`config.mk`:
```
export PLATFORM = sky130hd
export DESIGN_NAME = button_conditioner
export DESIGN_NICKNAME = d
export VERILOG_FILES = /design/src/rtl/button_conditioner_pkg.sv /design/src/rtl/button_conditioner_sync.sv /design/src/rtl/button_conditioner.sv
export SDC_FILE = /design/constraint.sdc
export NUM_CORES = 1
export LEC_CHECK = 0
export BUFFER_PORTS_ARGS = -buffer_cell sky130_fd_sc_hd__buf_2
export CORE_MARGIN = 3
export CORE_UTILIZATION = 49
export DETAILED_ROUTE_END_ITERATION = 10
export GPL_TIMING_DRIVEN = 0
export PLACE_DENSITY = 0.75
export SLEW_MARGIN = 20
export SYNTH_ARGS = -nofsm -noshare
export SYNTH_HDL_FRONTEND = slang
export SYNTH_SLANG_ARGS = --single-unit
```
`constraint.sdc`:
```
create_clock -name clk -period 1.6 [get_ports clk]
set_input_delay 0.08 -clock clk [delete_from_list [all_inputs] [get_ports clk]]
set_output_delay 0.08 -clock clk [all_outputs]
set_load 0.02 [all_outputs]
```
`src/rtl/button_conditioner_pkg.sv`:
```
// Shared types and constants for the push-button conditioner.
// The PRESS_TIMER_EN build uses HOLD_W/HOLD_MAX for the press-duration timer.
package bj_button_pkg;

  typedef enum logic [1:0] {
    RELEASED     = 2'd0,
    PRESS_WAIT   = 2'd1,
    PRESSED      = 2'd2,
    RELEASE_WAIT = 2'd3
  } btn_state_e;

  localparam int              HOLD_W   = 12;
  localparam logic [HOLD_W-1:0] HOLD_MAX = 12'd4095;

endpackage

```
`src/rtl/button_conditioner_sync.sv`:
```
// Multi-flop synchronizer for an asynchronous input, with a selectable reset level.
// The reset level matches the button's idle level, so leaving reset produces no false edge.
module button_sync #(
  parameter int STAGES = 2
) (
  input  logic clk_i,
  input  logic rst_i,
  input  logic rst_val_i,
  input  logic d_i,
  output logic q_o
);

  logic [STAGES-1:0] sr_q;

  always_ff @(posedge clk_i) begin
    if (rst_i) begin
      sr_q <= {STAGES{rst_val_i}};
    end else begin
      sr_q <= {sr_q[STAGES-2:0], d_i};
    end
  end

  assign q_o = sr_q[STAGES-1];

endmodule

```
`src/rtl/button_conditioner.sv`:
```
// Debounces one raw push-button line into a clean level plus single-cycle edge pulses.
// Define PRESS_TIMER_EN to build the press-duration counter on o_HoldCount.
//
// state        | meaning
// RELEASED     | debounced level is idle, watching for a press
// PRESS_WAIT   | pressed level seen, counting stable cycles
// PRESSED      | debounced level is pressed, watching for a release
// RELEASE_WAIT | idle level seen, counting stable cycles
module button_conditioner
  import bj_button_pkg::*;
#(
  parameter int DEB_CYCLES  = 20,
  parameter int SYNC_STAGES = 2,
  parameter int ACTIVE_LOW  = 1
) (
  input  logic              clk,
  input  logic              i_Reset,
  input  logic              i_Btn,
  output logic              o_Deb,
  output logic              o_PE,
  output logic              o_NE,
  output logic [HOLD_W-1:0] o_HoldCount
);

  localparam logic           IDLE     = (ACTIVE_LOW != 0);
  localparam int             CNT_W    = $clog2(DEB_CYCLES + 1);
  localparam logic [CNT_W-1:0] CNT_DONE = CNT_W'(DEB_CYCLES);
  localparam logic [CNT_W-1:0] CNT_ONE  = CNT_W'(1);

  logic             s_btn;
  btn_state_e       state_q;
  logic [CNT_W-1:0] cnt_q;
  logic             deb_q;
  logic             pe_q;
  logic             ne_q;

  button_sync #(
    .STAGES (SYNC_STAGES)
  ) u_sync (
    .clk_i     (clk),
    .rst_i     (i_Reset),
    .rst_val_i (IDLE),
    .d_i       (i_Btn),
    .q_o       (s_btn)
  );

  // Counter saturates at CNT_DONE because reaching it always leaves the WAIT state.
  always_ff @(posedge clk) begin
    if (i_Reset) begin
      state_q <= RELEASED;
      cnt_q   <= '0;
      deb_q   <= IDLE;
      pe_q    <= 1'b0;
      ne_q    <= 1'b0;
    end else begin
      pe_q <= 1'b0;
      ne_q <= 1'b0;
      case (state_q)
        RELEASED: begin
          if (s_btn != IDLE) begin
            state_q <= PRESS_WAIT;
            cnt_q   <= CNT_ONE;
          end
        end
        PRESS_WAIT: begin
          if (s_btn == IDLE) begin
            state_q <= RELEASED;
          end else if (cnt_q == CNT_DONE) begin
            state_q <= PRESSED;
            deb_q   <= ~IDLE;
            pe_q    <= ~IDLE;
            ne_q    <= IDLE;
          end else begin
            cnt_q <= cnt_q + CNT_ONE;
          end
        end
        PRESSED: begin
          if (s_btn == IDLE) begin
            state_q <= RELEASE_WAIT;
            cnt_q   <= CNT_ONE;
          end
        end
        RELEASE_WAIT: begin
          if (s_btn != IDLE) begin
            state_q <= PRESSED;
          end else if (cnt_q == CNT_DONE) begin
            state_q <= RELEASED;
            deb_q   <= IDLE;
            pe_q    <= IDLE;
            ne_q    <= ~IDLE;
          end else begin
            cnt_q <= cnt_q + CNT_ONE;
          end
        end
        default: state_q <= RELEASED;
      endcase
    end
  end

  assign o_Deb = deb_q;
  assign o_PE  = pe_q;
  assign o_NE  = ne_q;

`ifdef PRESS_TIMER_EN
  logic              press_acc;
  logic [HOLD_W-1:0] hold_q;

  assign press_acc = (state_q == PRESS_WAIT) && (s_btn != IDLE) && (cnt_q == CNT_DONE);

  // The release-accept edge still counts: deb_q is pressed going into it.
  always_ff @(posedge clk) begin
    if (i_Reset) begin
      hold_q <= '0;
    end else if (press_acc) begin
      hold_q <= '0;
    end else if ((deb_q != IDLE) && (hold_q != HOLD_MAX)) begin
      hold_q <= hold_q + HOLD_W'(1);
    end
  end

  assign o_HoldCount = hold_q;
`else
  assign o_HoldCount = '0;
`endif

endmodule

```
# ---- After elaboration in Yosys (flattened, before gate mapping)
# Cells that the tools add are included.
dict set report classes {
  eq_ne 12
  n_lt_le_gt_ge 0
  reduce_logical 7
  n_mux 19
  n_bitwise 3
  add_sub_neg 1
  shifts 0
  n_mul 0
  div 0
}
# op count
set op_table {}
lappend op_table {{two-way mux 5 bit} 5}
lappend op_table {{one-hot mux 5 bit (4 select lines)} 1}
lappend op_table {{two-way mux 2 bit} 6}
lappend op_table {{inequality test 2 bit, second input constant} 4}
lappend op_table {{one-hot mux 2 bit (4 select lines)} 1}
lappend op_table {{AND reduction 4 bit} 2}
lappend op_table {{OR reduction 3 bit} 2}
lappend op_table {{adder 5 x 1 -> 5 bit, second input constant} 1}
lappend op_table {{== test 5 bit, second input constant} 1}
lappend op_table {{two-way mux 1 bit} 5}
lappend op_table {{AND reduction 5 bit} 1}
lappend op_table {{== test 2 bit, second input constant} 2}
lappend op_table {{inequality test 2 x 1 -> 1 bit, second input constant} 2}
lappend op_table {{inequality test 3 x 2 -> 1 bit, second input constant} 1}
lappend op_table {{inequality test 3 bit, second input constant} 1}
lappend op_table {{NOT 1 bit} 3}
lappend op_table {{== test 2 x 1 -> 1 bit, second input constant} 1}
lappend op_table {{logical NOT 2 bit} 1}
lappend op_table {{one-hot mux 1 bit (2 select lines)} 1}
lappend op_table {{nonzero test 2 bit} 1}
dict set report totals {
  out_inout_bits 15
  mem_bits_ro 0
  mem_bits_rw 0
  reg_bits 12
  elab_cells 48
  n_memories 0
  latchBits 0
  input_bits 3
}

# ---- Logic depth before layout (Yosys ltp)
# Gate-level depths: netlist of the first run.
dict set report depth {
  depth_word 4
  ltp_mapped 6
  depth_no_buf 5
}

# ---- Modules after synthesis
# Synthesis of the first run repeated with hierarchy kept, for this count alone.
dict set report unflattened {
  hier_cells 75
  hier_area_um2 681.9
}
# mod cells_per_inst seq_area_each_um2 instances area_per_inst_um2
set by_module_without_submodules {}
lappend by_module_without_submodules {button_conditioner 71 200.2 1 619.3}
lappend by_module_without_submodules {button_sync 4 40.0 1 62.6}

# ---- Worst setup path before layout of the first run
# No wires, ideal clock.
dict set report synth_path {
  path_kind {register to register}
  from {register cnt_q[0]}
  to {register pe_q, in the netlist o_PE}
  t_arrival_ns 1.194
  required_time_ns 1.483
  setup_slack_ns 0.289
  stages_incl_launch_ff 7
  synth_period_minus_slack_ns 1.311
  setup_ns 0.117
  n_path_buf 1
  path_cell_list {dfxtp_1 > inv_1 > ha_1 > and4b_1 > buf_6 > and2_4 > and4b_1}
}
dict set report synth_via {
  elab_chain_cells 2
}
# element line_no
set synth_rtl {}
lappend synth_rtl {{start: declaration} button_conditioner.sv:32} ;# logic [CNT_W-1:0] cnt_q;
lappend synth_rtl {{start signal: assignment} button_conditioner.sv:74} ;# cnt_q <= cnt_q + CNT_ONE;
lappend synth_rtl {{start signal: assignment} button_conditioner.sv:92} ;# cnt_q <= cnt_q + CNT_ONE;
lappend synth_rtl {{== test 5 bit} button_conditioner.sv:86} ;# end else if (cnt_q == CNT_DONE) begin
lappend synth_rtl {{two-way mux 1 bit} button_conditioner.sv:86}
lappend synth_rtl {{end signal: assignment} button_conditioner.sv:71} ;# pe_q <= ~IDLE;
lappend synth_rtl {{end: declaration} button_conditioner.sv:34} ;# logic pe_q;
# No other way between the ends.
# A chain may end at the register's enable or synchronous reset.

# ---- Worst setup path after layout of the first run
# Ends and elaborated chain as after synthesis.

==> tab_implementation.tex, run 1 <==
\begin{tabular}{lr}
\hline
Metric & Value \\
\hline
\multicolumn{2}{l}{\textbf{Outcome}} \\
\quad Result of the run & completed \\
\multicolumn{2}{l}{\textbf{Worst setup path}} \\
\quad Cell occurring most often along the worst timing path & sky130\_fd\_sc\_hd\_\_and4b\_1 \\
\quad Kind of critical path & flip-flop to flip-flop \\
\quad Crit-path cells & inv\_1 > ha\_1 > and4b\_1 > buf\_6 > and2\_4 > and4b\_1 \\
\quad Critical Path Max Stage Delay & 390 ps \\
\quad Setup slack of the most critical reg-to-reg path & 190 ps \\
\quad Worst-path cell with the longest stage delay & sky130\_fd\_sc\_hd\_\_dfxtp\_1 \\
\quad Crit-path leading delay family & simple AND/OR/NAND/NOR gates \\
\quad Buf/Inv on CP & 2 \\
\quad Signal arrival time at the worst endpoint & 1570 ps \\
\quad CP Launch Type & flip-flop \\
\quad Largest fanout of any net on the critical path & 7 \\
\quad Required time of the critical path & 1770 ps \\
\quad Category of the worst setup path capture point & flip-flop \\
\multicolumn{2}{l}{\textbf{Floorplan}} \\
\quad Die H & 42.7 microns \\
\quad Width of the die & 42.7 microns \\
\quad CORE AREA & 1190 sq um \\
\quad Total die area & 1820 sq um \\
\quad Number of placement rows & 12 \\
\quad Number of top-level design ports & 18 \\
\quad Starting Density & 55.5\% \\
\multicolumn{2}{l}{\textbf{Drt}} \\
\quad Number of DRC markers in iteration 0 & 8 \\
\quad Detailed Route WL & 1150 microns \\
\quad Via count of the routed design & 526 \\
\quad Vias/cell & 4.92 \\
\quad DR pass1 iterations & 4 \\
\quad Detail-routed net length per standard cell & 10.8 microns \\
\quad Final ANT Viol Nets & 0 \\
\quad DRC errors left & 0 \\
\multicolumn{2}{l}{\textbf{Logic synthesis}} \\
\quad Mean post-synth cell area & 9.14 sq um \\
\quad Top cells by area, synth & sky130\_fd\_sc\_hd\_\_dfxtp\_1 (37\%), sky130\_fd\_sc\_hd\_\_buf\_4 (14\%), sky130\_fd\_sc\_hd\_\_a211oi\_2 (3.8\%), sky130\_fd\_sc\_hd\_\_ha\_1 (3.8\%), sky130\_fd\_sc\_hd\_\_a21oi\_1 (3.0\%) \\
\quad Warnings from Yosys & 0 \\
\quad Primary FF master, synth & sky130\_fd\_sc\_hd\_\_dfxtp\_1 \\
\quad Yosys top cell by area & sky130\_fd\_sc\_hd\_\_dfxtp\_1 \\
\quad Top cells by count, synth & sky130\_fd\_sc\_hd\_\_buf\_4 (12), sky130\_fd\_sc\_hd\_\_dfxtp\_1 (12), sky130\_fd\_sc\_hd\_\_nand2\_1 (5) \\
\quad Flop and latch count out of synthesis & 12 \\
\quad Synth cell types & 32 \\
\quad Mapped Cells & 72 \\
\quad Part of the Yosys area used for sequential elements & 36.5\% \\
\quad Number of flops mapped to enable cells by yosys & 0 \\
\quad Area fraction of the dominant cell type after synthesis & 36.5\% \\
\quad Synthesized cell area & 658 sq um \\
\quad Asr flop ratio synth & 0\% \\
\multicolumn{2}{l}{\textbf{Power and ir drop}} \\
\quad Clk network pwr share & 37.0\% \\
\quad Gate power share & 14.2\% \\
\quad Internal power component & 0.000484 W \\
\quad Worst supply voltage drop on vdd & 0.409 mV \\
\quad P per Cell Area & 816 nW/um\^{}2 \\
\quad Share of power burned in registers & 48.9\% \\
\quad P\_sw & 0.000159 W \\
\quad Switching part of the total power & 24.8\% \\
\quad Leak pwr & 0.353 nW \\
\multicolumn{2}{l}{\textbf{Global routing}} \\
\quad Initial antenna violation count & 0 \\
\quad Grt total ovfl & 0 \\
\quad Largest net degree at the start of global routing & 11 \\
\quad Via count of the first global-routing pass & 529 \\
\quad First-pass GRT wire length & 2060 microns \\
\quad GRT Overall Usage & 14.5\% \\
\multicolumn{2}{l}{\textbf{STA}} \\
\quad Number of slew-limit violations in the final report & 0 \\
\quad Setup repair after global routing missed its margin & false \\
\quad Slew Limit Headroom & 63.7\% \\
\quad Time the final worst path needs with I/O delays and setup & 1410 ps \\
\quad Final sum of negative setup slack & 0 ps \\
\quad Final clock period utilization by the worst path & 87.8\% \\
\quad Achievable frequency & 712 MHz \\
\quad Final Hold Violating Endpoints & 0 \\
\quad Min Hold Slack & 96.4 ps \\
\quad Count of endpoints failing setup in the final report & 0 \\
\quad Setup clock skew after layout & 3.09 ps \\
\quad Transition time at the pin with the least slew margin & 541 ps \\
\multicolumn{2}{l}{\textbf{Finish}} \\
\quad Number of antenna diodes & 0 \\
\quad Final nets & 99 \\
\quad Number of filler cells placed in the layout & 106 \\
\quad Fraction of final layout cells sized beyond drive strength 1 & 30.1\% \\
\quad Fraction of the core area covered by cells at the end of the flow & 66.5\% \\
\quad Signed area change from the synthesized netlist to the final layout & 19.8\% \\
\multicolumn{2}{l}{\textbf{Flow run}} \\
\quad Maximum capacitance violations & 0 \\
\multicolumn{2}{l}{\textbf{Clocking}} \\
\quad Post-cts resize count & 0 \\
\quad Clock buffer count from CTS & 3 \\
\quad Root Driver & sky130\_fd\_sc\_hd\_\_clkbuf\_4 \\
\quad Clock tree sinks & 12 \\
\quad Clock Latency Late Sink & 270 ps \\
\quad Bufs on Longest Clock Path & 2 \\
\quad CTS tree & built \\
\quad H-Tree Level Count & 1 \\
\quad Clock-pin slew on the worst setup and hold paths & 80 ps \\
\multicolumn{2}{l}{\textbf{Placement}} \\
\quad Post-detailed-placement half-perimeter wirelength & 842 microns \\
\quad Final RePlAce weighted congestion & 0.741 \\
\quad Count of input and output buffers & 5 \\
\multicolumn{2}{l}{\textbf{Min path}} \\
\quad Class of the worst hold path & input port to flip-flop \\
\hline
\end{tabular}
==> layer usage <==
layer	up-vias	track usage, %	part of all wire (%)
met5	-	0	0
met4	0	9.32	1.2
met3	2	2.97	6.0
met2	18	22.8	46
met1	230	17.7	47
li1	276	-	-
==> worst paths after layout <==
kind              depth (start not counted)        endpoint           start
setup reg to reg                          6            o_PE        cnt_q[0]
hold / removal                            2        cnt_q[4]         i_Reset
hold reg to reg                           1  u_sync.sr_q[1]  u_sync.sr_q[0]
setup / recovery                          6            o_PE        cnt_q[0]
==> power groups by stage <==
stage,Clock (W),Combinational (W),Sequential [W]
3_3_place_gp,0,0.0000873,0.000321
6_report,0.000238,0.0000910,0.000314
5_1_grt,0.000259,0.000100,0.000317
2_1_floorplan,0,0.0000696,0.000326
3_5_place_dp,0,0.0000876,0.000322
4_1_cts,0.000246,0.0000898,0.000315
==> cells in the final DEF, fill, tap and decap left out, types with 3 or more instances in the layout <==
cell	count
sky130_fd_sc_hd__dfxtp_1	12
sky130_fd_sc_hd__buf_4	12
sky130_fd_sc_hd__nand2_1	5
sky130_fd_sc_hd__a21oi_1	4
sky130_fd_sc_hd__clkbuf_4	3
sky130_fd_sc_hd__conb_1	12
sky130_fd_sc_hd__buf_2	5
==> cell families (layout without fill, tap and decap cells) <==
| kind of cell | count (synthesis) | count (layout) | synth area share, % |
|---|---|---|---|
| other | 1 | 12 | 0.570 |
| DFF | 12 | 12 | 36.5 |
| buffers and inverters | 17 | 27 | 17.7 |
| xor gates and xnor gates | 2 | 2 | 2.66 |
| and+or+nand+nor | 24 | 24 | 22.8 |
| AOI/OAI and AO/OA | 14 | 14 | 16.0 |
| adders and majority gates | 2 | 2 | 3.80 |
==> metrics by stage <==
stage               cells  worst slack [ps]  power [W]  area [sq um]
CTS                   107               199   0.000651           788
global route          107              91.2   0.000676           788
finish                107               195   0.000643           788
floorplan              83               289   0.000396           699
detailed placement    102               215   0.000409           742
global placement      102               223   0.000409           742
==> timing repair <==
action,4_1_cts,5_1_grt
endpoints found under the setup margin,0,0
hold endpoints to repair,1,0
hold buffers,1,0
setup buffers,0,0
==> sequential cells by signal, indices dropped and copies added (netlist names), named ones only <==
register     flops
o_NE             1
o_PE             1
o_Deb            1
state_q          1
u_sync.sr_q      2
cnt_q            5
==> area by class of cell <==
cell class	count	area (sq um)	share of cell area [%]
plain buffers	15	109	13.8
clock buffers	4	36.3	4.60
inverters	2	7.51	0.952
multi-input cells	54	343	43.5
flip-flops and latches	12	240	30.5
well taps	14	17.5	2.22
repair buffers	6	35.0	4.44
Power figures use the tool's default switching activity.
==> run 2, diff against run 1 <==
clock period = 1.4 ns   (was 1.6 ns; I/O delays follow)
==> tab_implementation.tex, run 2 (synthesized netlist as in run 1, its figures left out) <==
\begin{tabular}{lr}
\hline
Metric & Value \\
\hline
\multicolumn{2}{l}{\textbf{Outcome}} \\
\quad Result of the run & completed \\
\multicolumn{2}{l}{\textbf{Global routing}} \\
\quad First-pass GRT wire length & 2060 microns (unchanged) \\
\quad Via count of the first global-routing pass & 529 (unchanged) \\
\quad Largest net degree at the start of global routing & 11 (unchanged) \\
\quad Initial antenna violation count & 0 (unchanged) \\
\quad Grt total ovfl & 0 (unchanged) \\
\quad GRT Overall Usage & 14.5\% (unchanged) \\
\multicolumn{2}{l}{\textbf{Drt}} \\
\quad Final ANT Viol Nets & 0 (unchanged) \\
\quad DRC errors left & 0 (unchanged) \\
\quad Met3 routed WL & 66 microns (-4.3\%) \\
\quad Detail-routed net length per standard cell & 10.9 microns (+0.98\%) \\
\quad Vias/cell & 4.88 (-0.69\%) \\
\quad Detailed Route WL & 1200 microns (+3.8\%) \\
\quad DR pass1 iterations & 4 (unchanged) \\
\quad Met2 routed wirelength & 589 microns (+12\%) \\
\quad Via count of the routed design & 537 (+2.1\%) \\
\quad Number of DRC markers in iteration 0 & 7 (-1) \\
\quad Wl on met1 & 527 microns (-2.8\%) \\
\quad Highest layer used for signal routing & met4 \\
\multicolumn{2}{l}{\textbf{Floorplan}} \\
\quad Number of placement rows & 12 (unchanged) \\
\quad Number of top-level design ports & 18 (unchanged) \\
\quad Total die area & 1820 sq um (unchanged) \\
\quad Starting Density & 55.5\% (unchanged) \\
\quad CORE AREA & 1190 sq um (unchanged) \\
\quad Die H & 42.7 microns (unchanged) \\
\quad Width of the die & 42.7 microns (unchanged) \\
\multicolumn{2}{l}{\textbf{Worst setup path}} \\
\quad Required time of the critical path & 1570 ps (-200 ps) \\
\quad Signal arrival time at the worst endpoint & 1480 ps (-90 ps) \\
\quad Largest fanout of any net on the critical path & 7 (unchanged) \\
\quad Category of the worst setup path capture point & flip-flop \\
\quad Kind of critical path & flip-flop to flip-flop \\
\quad CP Launch Type & flip-flop \\
\multicolumn{2}{l}{\textbf{Finish}} \\
\quad Largest register by flop count & cnt\_q \\
\quad Signed area change from the synthesized netlist to the final layout & 25.5\% \\
\quad Commonest non-fill, non-tap cell in the layout & sky130\_fd\_sc\_hd\_\_buf\_4 \\
\quad Largest registers & cnt\_q (5), u\_sync.sr\_q (2) \\
\quad Number of antenna diodes & 0 (unchanged) \\
\quad Final nets & 102 (+3.0\%) \\
\quad Commonest cells after routing, fill and taps aside & sky130\_fd\_sc\_hd\_\_buf\_4 (15), sky130\_fd\_sc\_hd\_\_conb\_1 (12), sky130\_fd\_sc\_hd\_\_dfxtp\_1 (10) \\
\quad Fraction of final layout cells sized beyond drive strength 1 & 36.5\% (+6.4 points) \\
\quad Flip-flop count of the largest register, all copies and words added & 5 (unchanged) \\
\quad Filler-free cell count of the finished design & 110 (+2.8\%) \\
\multicolumn{2}{l}{\textbf{Clocking}} \\
\quad CTS tree & built \\
\quad Clock buffer count from CTS & 3 (unchanged) \\
\quad H-Tree Level Count & 1 (unchanged) \\
\quad Clock-pin slew on the worst setup and hold paths & 80 ps (about the same) \\
\quad Clock Latency Late Sink & 270 ps (about the same) \\
\quad Clock tree sinks & 12 (unchanged) \\
\quad Root Driver & sky130\_fd\_sc\_hd\_\_clkbuf\_4 \\
\quad Bufs on Longest Clock Path & 2 (unchanged) \\
\multicolumn{2}{l}{\textbf{Power and ir drop}} \\
\quad Share of power burned in registers & 48.3\% (-0.6 points) \\
\quad P per Cell Area & 899 nW/um\^{}2 (+10\%) \\
\quad P\_sw & 0.000186 W (+17\%) \\
\quad Internal power component & 0.000556 W (+15\%) \\
\quad Worst supply voltage drop on vdd & 0.486 mV (+19\%) \\
\quad Gate power share & 14.9\% (+0.7 points) \\
\quad Clk network pwr share & 36.9\% (about the same) \\
\quad Leak pwr & 0.378 nW (+6.9\%) \\
\quad Switching part of the total power & 25.1\% (+0.32 points) \\
\multicolumn{2}{l}{\textbf{STA}} \\
\quad Time the final worst path needs with I/O delays and setup & 1310 ps (-96.2 ps) \\
\quad Final Hold Violating Endpoints & 0 (unchanged) \\
\quad Final clock period utilization by the worst path & 93.5\% (+5.7 points) \\
\quad Setup repair after global routing missed its margin & false \\
\quad Final sum of negative setup slack & 0 ps (unchanged) \\
\quad Number of slew-limit violations in the final report & 0 (unchanged) \\
\quad Count of endpoints failing setup in the final report & 0 (unchanged) \\
\quad Setup clock skew after layout & 3.05 ps (-0.0440 ps) \\
\quad Achievable frequency & 764 MHz (+7.3\%) \\
\multicolumn{2}{l}{\textbf{Placement}} \\
\quad Post-detailed-placement half-perimeter wirelength & 842 microns (unchanged) \\
\quad \# placed instances & 102 (unchanged) \\
\quad Count of input and output buffers & 5 (unchanged) \\
\quad Final RePlAce weighted congestion & 0.741 (unchanged) \\
\multicolumn{2}{l}{\textbf{Flow run}} \\
\quad Maximum capacitance violations & 0 (unchanged) \\
\multicolumn{2}{l}{\textbf{Min path}} \\
\quad Class of the worst hold path & input port to flip-flop \\
\hline
\end{tabular}
-- run 2: power groups by stage --
stage                     Combinational [W]  Clock [W]  Sequential [W]
final                              0.000110   0.000274        0.000358
after global routing               0.000122   0.000295        0.000361
after CTS                          0.000103   0.000281        0.000360
after detailed placement           0.000100          0        0.000368
after global placement            0.0000998          0        0.000367
after floorplan                   0.0000795          0        0.000373
-- run 2: repair_timing --
action,in CTS,in global routing
pin swaps,0,0
endpoints found under the setup margin,1,5
hold buffers,1,0
hold endpoints to repair,1,0
buffers inserted,0,3
gates resized for setup,1,4
-- run 2: final timing paths --
kind         cells after the start      startpoint        endpoint  slack, ps
max                              6        cnt_q[0]            o_PE         90
min                              2         i_Reset        cnt_q[4]         80
max reg2reg                      6        cnt_q[0]            o_PE         90
min reg2reg                      1  u_sync.sr_q[0]  u_sync.sr_q[1]        410
-- run 2: through the flow --
step	util [%]	hold WS, ps	setup WS (ps)	total power [W]	instance area [sq um]
after detailed placement	62.6	256	14.9	0.000468	742
after CTS	66.6	81.9	23.8	0.000744	790
after global routing	69.6	109	0.482	0.000777	826
final	69.6	84.2	90.8	0.000743	826
after global placement	62.6	251	23.1	0.000467	742
after floorplan	-	174	89.0	0.000452	699
-- run 2: critical path, cell delays in order (launching register included) --
cell                      delay, ps
sky130_fd_sc_hd__dfxtp_4        360
sky130_fd_sc_hd__inv_1           40
sky130_fd_sc_hd__ha_2           180
sky130_fd_sc_hd__and4b_1        180
sky130_fd_sc_hd__buf_6          130
sky130_fd_sc_hd__and2_4         160
sky130_fd_sc_hd__and4b_1        160
-- run 2: final cells by class --
cell class / instances / area (sq um)
Clock buffer: 4 / 36.3
Inverter: 2 / 7.51
Timing Repair Buffer: 9 / 57.6
Fill cell: 99 / 360
Sequential cell: 12 / 245
Buffer: 15 / 109
Tap cell: 14 / 17.5
Multi-Input combinational cell: 54 / 353
-- run 2: routing by layer --
metal  vias to the layer above  global-route usage (%)
met4                         0                    9.32
met1                       238                    17.7
met2                        18                    22.8
met5                         -                       0
li1                        279                       -
met3                         2                    2.97
==> run 3, diff against run 2 <==
BUFFER_PORTS_ARGS = unset   (was -buffer_cell sky130_fd_sc_hd__buf_2)
CORE_AREA = 3 3 40 42   (was unset)
CORE_MARGIN = unset   (was 3)
CORE_UTILIZATION = unset   (was 49)
DIE_AREA = 0 0 43 45   (was unset)
DONT_BUFFER_PORTS = 1   (was unset)
PLACE_DENSITY = unset   (was 0.75)
==> tab_implementation.tex, run 3 (synthesized netlist as in run 1, its figures left out) <==
\begin{tabular}{lr}
\hline
Metric & Value \\
\hline
\multicolumn{2}{l}{\textbf{Worst setup path}} \\
\quad Signal arrival time at the worst endpoint & 1510 ps (+30 ps) \\
\quad Setup slack of the most critical reg-to-reg path & 80 ps (about the same) \\
\quad Critical Path Max Stage Delay & 370 ps (about the same) \\
\quad Launch point of the worst path & cnt\_q[0] \\
\quad Required time of the critical path & 1600 ps (+30 ps) \\
\quad Crit-path leading delay family & flip-flops \\
\quad Kind of critical path & flip-flop to flip-flop \\
\quad Largest fanout of any net on the critical path & 7 (unchanged) \\
\quad Worst R2R Start & cnt\_q[0] \\
\quad Crit-path cells & inv\_1 > ha\_2 > and4b\_1 > buf\_6 > and2\_4 > a211oi\_2 \\
\quad Worst-path cell with the longest stage delay & sky130\_fd\_sc\_hd\_\_dfxtp\_4 \\
\quad CP Launch Type & flip-flop \\
\quad Buf/Inv on CP & 2 (unchanged) \\
\quad Number of cells on the critical path & 6 (unchanged) \\
\quad Depth of the most critical reg-to-reg path & 6 (unchanged) \\
\quad Category of the worst setup path capture point & flip-flop \\
\multicolumn{2}{l}{\textbf{Finish}} \\
\quad Number of antenna diodes & 0 (unchanged) \\
\quad Flip-flop count of the largest register, all copies and words added & 5 (unchanged) \\
\quad Largest registers & cnt\_q (5), u\_sync.sr\_q (2) \\
\quad Largest register by flop count & cnt\_q \\
\quad Commonest cells after routing, fill and taps aside & sky130\_fd\_sc\_hd\_\_buf\_4 (13), sky130\_fd\_sc\_hd\_\_conb\_1 (12), sky130\_fd\_sc\_hd\_\_dfxtp\_1 (10) \\
\quad Commonest non-fill, non-tap cell in the layout & sky130\_fd\_sc\_hd\_\_buf\_4 \\
\quad Final nets & 96 (-5.9\%) \\
\quad Signed area change from the synthesized netlist to the final layout & 20.0\% \\
\quad Fraction of final layout cells sized beyond drive strength 1 & 30.0\% (-6.5 points) \\
\multicolumn{2}{l}{\textbf{Drt}} \\
\quad DR pass1 iterations & 4 (unchanged) \\
\quad Detail-routed net length per standard cell & 11.7 microns (+7.5\%) \\
\quad DRC errors left & 0 (unchanged) \\
\quad Detailed Route WL & 1230 microns (+2.6\%) \\
\quad Number of DRC markers in iteration 0 & 5 (-2) \\
\quad Via count of the routed design & 507 (-5.6\%) \\
\quad Vias/cell & 4.83 (-1.1\%) \\
\quad Final ANT Viol Nets & 0 (unchanged) \\
\multicolumn{2}{l}{\textbf{Floorplan}} \\
\quad Number of placement rows & 13 (+1) \\
\quad Total die area & 1940 sq um (+6.4\%) \\
\quad Number of top-level design ports & 18 (unchanged) \\
\quad CORE AREA & 1280 sq um (+8.3\%) \\
\quad Die H & 45 microns (+5.5\%) \\
\quad Starting Density & 51.2\% (-4.3 points) \\
\quad Width of the die & 43 microns (+0.82\%) \\
\multicolumn{2}{l}{\textbf{STA}} \\
\quad Setup clock skew after layout & 1.88 ps (-1.17 ps) \\
\quad Final Hold Violating Endpoints & 0 (unchanged) \\
\quad Slew Limit Headroom & 65.1\% \\
\quad Setup repair after global routing missed its margin & false \\
\quad Count of endpoints failing setup in the final report & 0 (unchanged) \\
\quad Final clock period utilization by the worst path & 94.1\% (+0.54 points) \\
\quad Number of slew-limit violations in the final report & 0 (unchanged) \\
\quad Transition time at the pin with the least slew margin & 519 ps \\
\quad Achievable frequency & 759 MHz (-0.57\%) \\
\quad Time the final worst path needs with I/O delays and setup & 1320 ps (+7.54 ps) \\
\quad Final sum of negative setup slack & 0 ps (unchanged) \\
\multicolumn{2}{l}{\textbf{Global routing}} \\
\quad Initial antenna violation count & 0 (unchanged) \\
\quad GR Util met3 & 2.39\% (-0.58 points) \\
\quad Global Route met2 Usage & 22.5\% (-0.30 points) \\
\quad Via count of the first global-routing pass & 461 (-13\%) \\
\quad Most crowded layer after global routing & met2 \\
\quad First-pass GRT wire length & 2090 microns (+1.7\%) \\
\quad Grt total ovfl & 0 (unchanged) \\
\quad Largest net degree at the start of global routing & 11 (unchanged) \\
\quad Met1 usage in global routing & 18.9\% (+1.2 points) \\
\quad GRT Overall Usage & 14.5\% (about the same) \\
\multicolumn{2}{l}{\textbf{Clocking}} \\
\quad Bufs on Longest Clock Path & 2 (unchanged) \\
\quad H-Tree Level Count & 1 (unchanged) \\
\quad Clock buffer count from CTS & 3 (unchanged) \\
\quad Clock tree sinks & 12 (unchanged) \\
\quad Clock-pin slew on the worst setup and hold paths & 80 ps (about the same) \\
\quad CTS tree & built \\
\quad Root Driver & sky130\_fd\_sc\_hd\_\_clkbuf\_4 \\
\quad Clock Latency Late Sink & 270 ps (about the same) \\
\multicolumn{2}{l}{\textbf{Power and ir drop}} \\
\quad P per Cell Area & 930 nW/um\^{}2 (+3.4\%) \\
\quad Total power & 0.000734 W (-1.1\%) \\
\quad Worst supply voltage drop on vdd & 0.571 mV (+17\%) \\
\quad Leak pwr & 0.341 nW (-9.7\%) \\
\multicolumn{2}{l}{\textbf{Placement}} \\
\quad Final RePlAce weighted congestion & 0.734 (-0.89\%) \\
\quad Count of input and output buffers & 0 (-5) \\
\quad Post-detailed-placement half-perimeter wirelength & 888 microns (+5.5\%) \\
\multicolumn{2}{l}{\textbf{Flow run}} \\
\quad Maximum capacitance violations & 0 (unchanged) \\
\multicolumn{2}{l}{\textbf{Outcome}} \\
\quad Result of the run & completed \\
\multicolumn{2}{l}{\textbf{Min path}} \\
\quad Class of the worst hold path & input port to flip-flop \\
\hline
\end{tabular}
==> run 3: cell types whose count changed in the layout (fill, tap and decap cells not counted), sizes merged <==
cell         before  now
dlygate4sd3       1    2
buf              21   14
==> run 3: cell type report <==
cell class | instances | area (sq um)
sequential | 12 | 245
timing repair buffer | 3 | 27.5
tap | 15 | 18.8
inverter | 2 | 7.51
fill | 109 | 495
buffer | 15 | 109
multi-input combinational | 54 | 345
clock buffer | 4 | 36.3
==> run 3: where the power goes <==
part	leakage (nW)	switching (W)	internal (W)
Combinational	0.222	0.0000515	0.0000423
Sequential	0.0988	0.0000155	0.000350
Clock	0.0210	0.000117	0.000158
Total	0.341	0.000184	0.000551
==> run 3: worst min path at each step <==
stage | from | to | slack (ps) | cells past startpoint
2_1_floorplan | i_Btn | u_sync.sr_q[0] | 170 | 1
3_3_place_gp | i_Btn | u_sync.sr_q[0] | 180 | 1
3_5_place_dp | i_Btn | u_sync.sr_q[0] | 180 | 1
4_1_cts | i_Reset | cnt_q[4] | 2 | 2
5_1_grt | i_Reset | o_NE | 30 | 2
6_report | i_Reset | cnt_q[4] | 10 | 2
==> run 3: metal layers <==
| layer | share of wire, % | up-vias |
|---|---|---|
| met4 | 0.73 | 0 |
| met3 | 6.4 | 2 |
| met1 | 47 | 217 |
| met2 | 45 | 17 |
| li1 | - | 271 |
| met5 | 0 | - |
==> run 3: timing repair <==
item	in CTS	in global routing
endpoints found under the hold margin	3	0
resized for setup	1	3
hold buffers	2	0
buffers inserted	0	1
endpoints found under the setup margin	2	4
==> run 3: through the flow <==
| stage | hold WS (ps) | setup WS (ps) | std cells | instance area [sq um] | utilization (%) |
|---|---|---|---|---|---|
| floorplan | 174 | 89.0 | 83 | 699 | - |
| global placement | 176 | 15.1 | 98 | 718 | 55.9 |
| detailed placement | 177 | 3.22 | 98 | 718 | 55.9 |
| CTS | 2.11 | 15.8 | 104 | 776 | 60.4 |
| global route | 32.4 | 24.7 | 105 | 790 | 61.4 |
| finish | 14.5 | 83.3 | 105 | 790 | 61.4 |
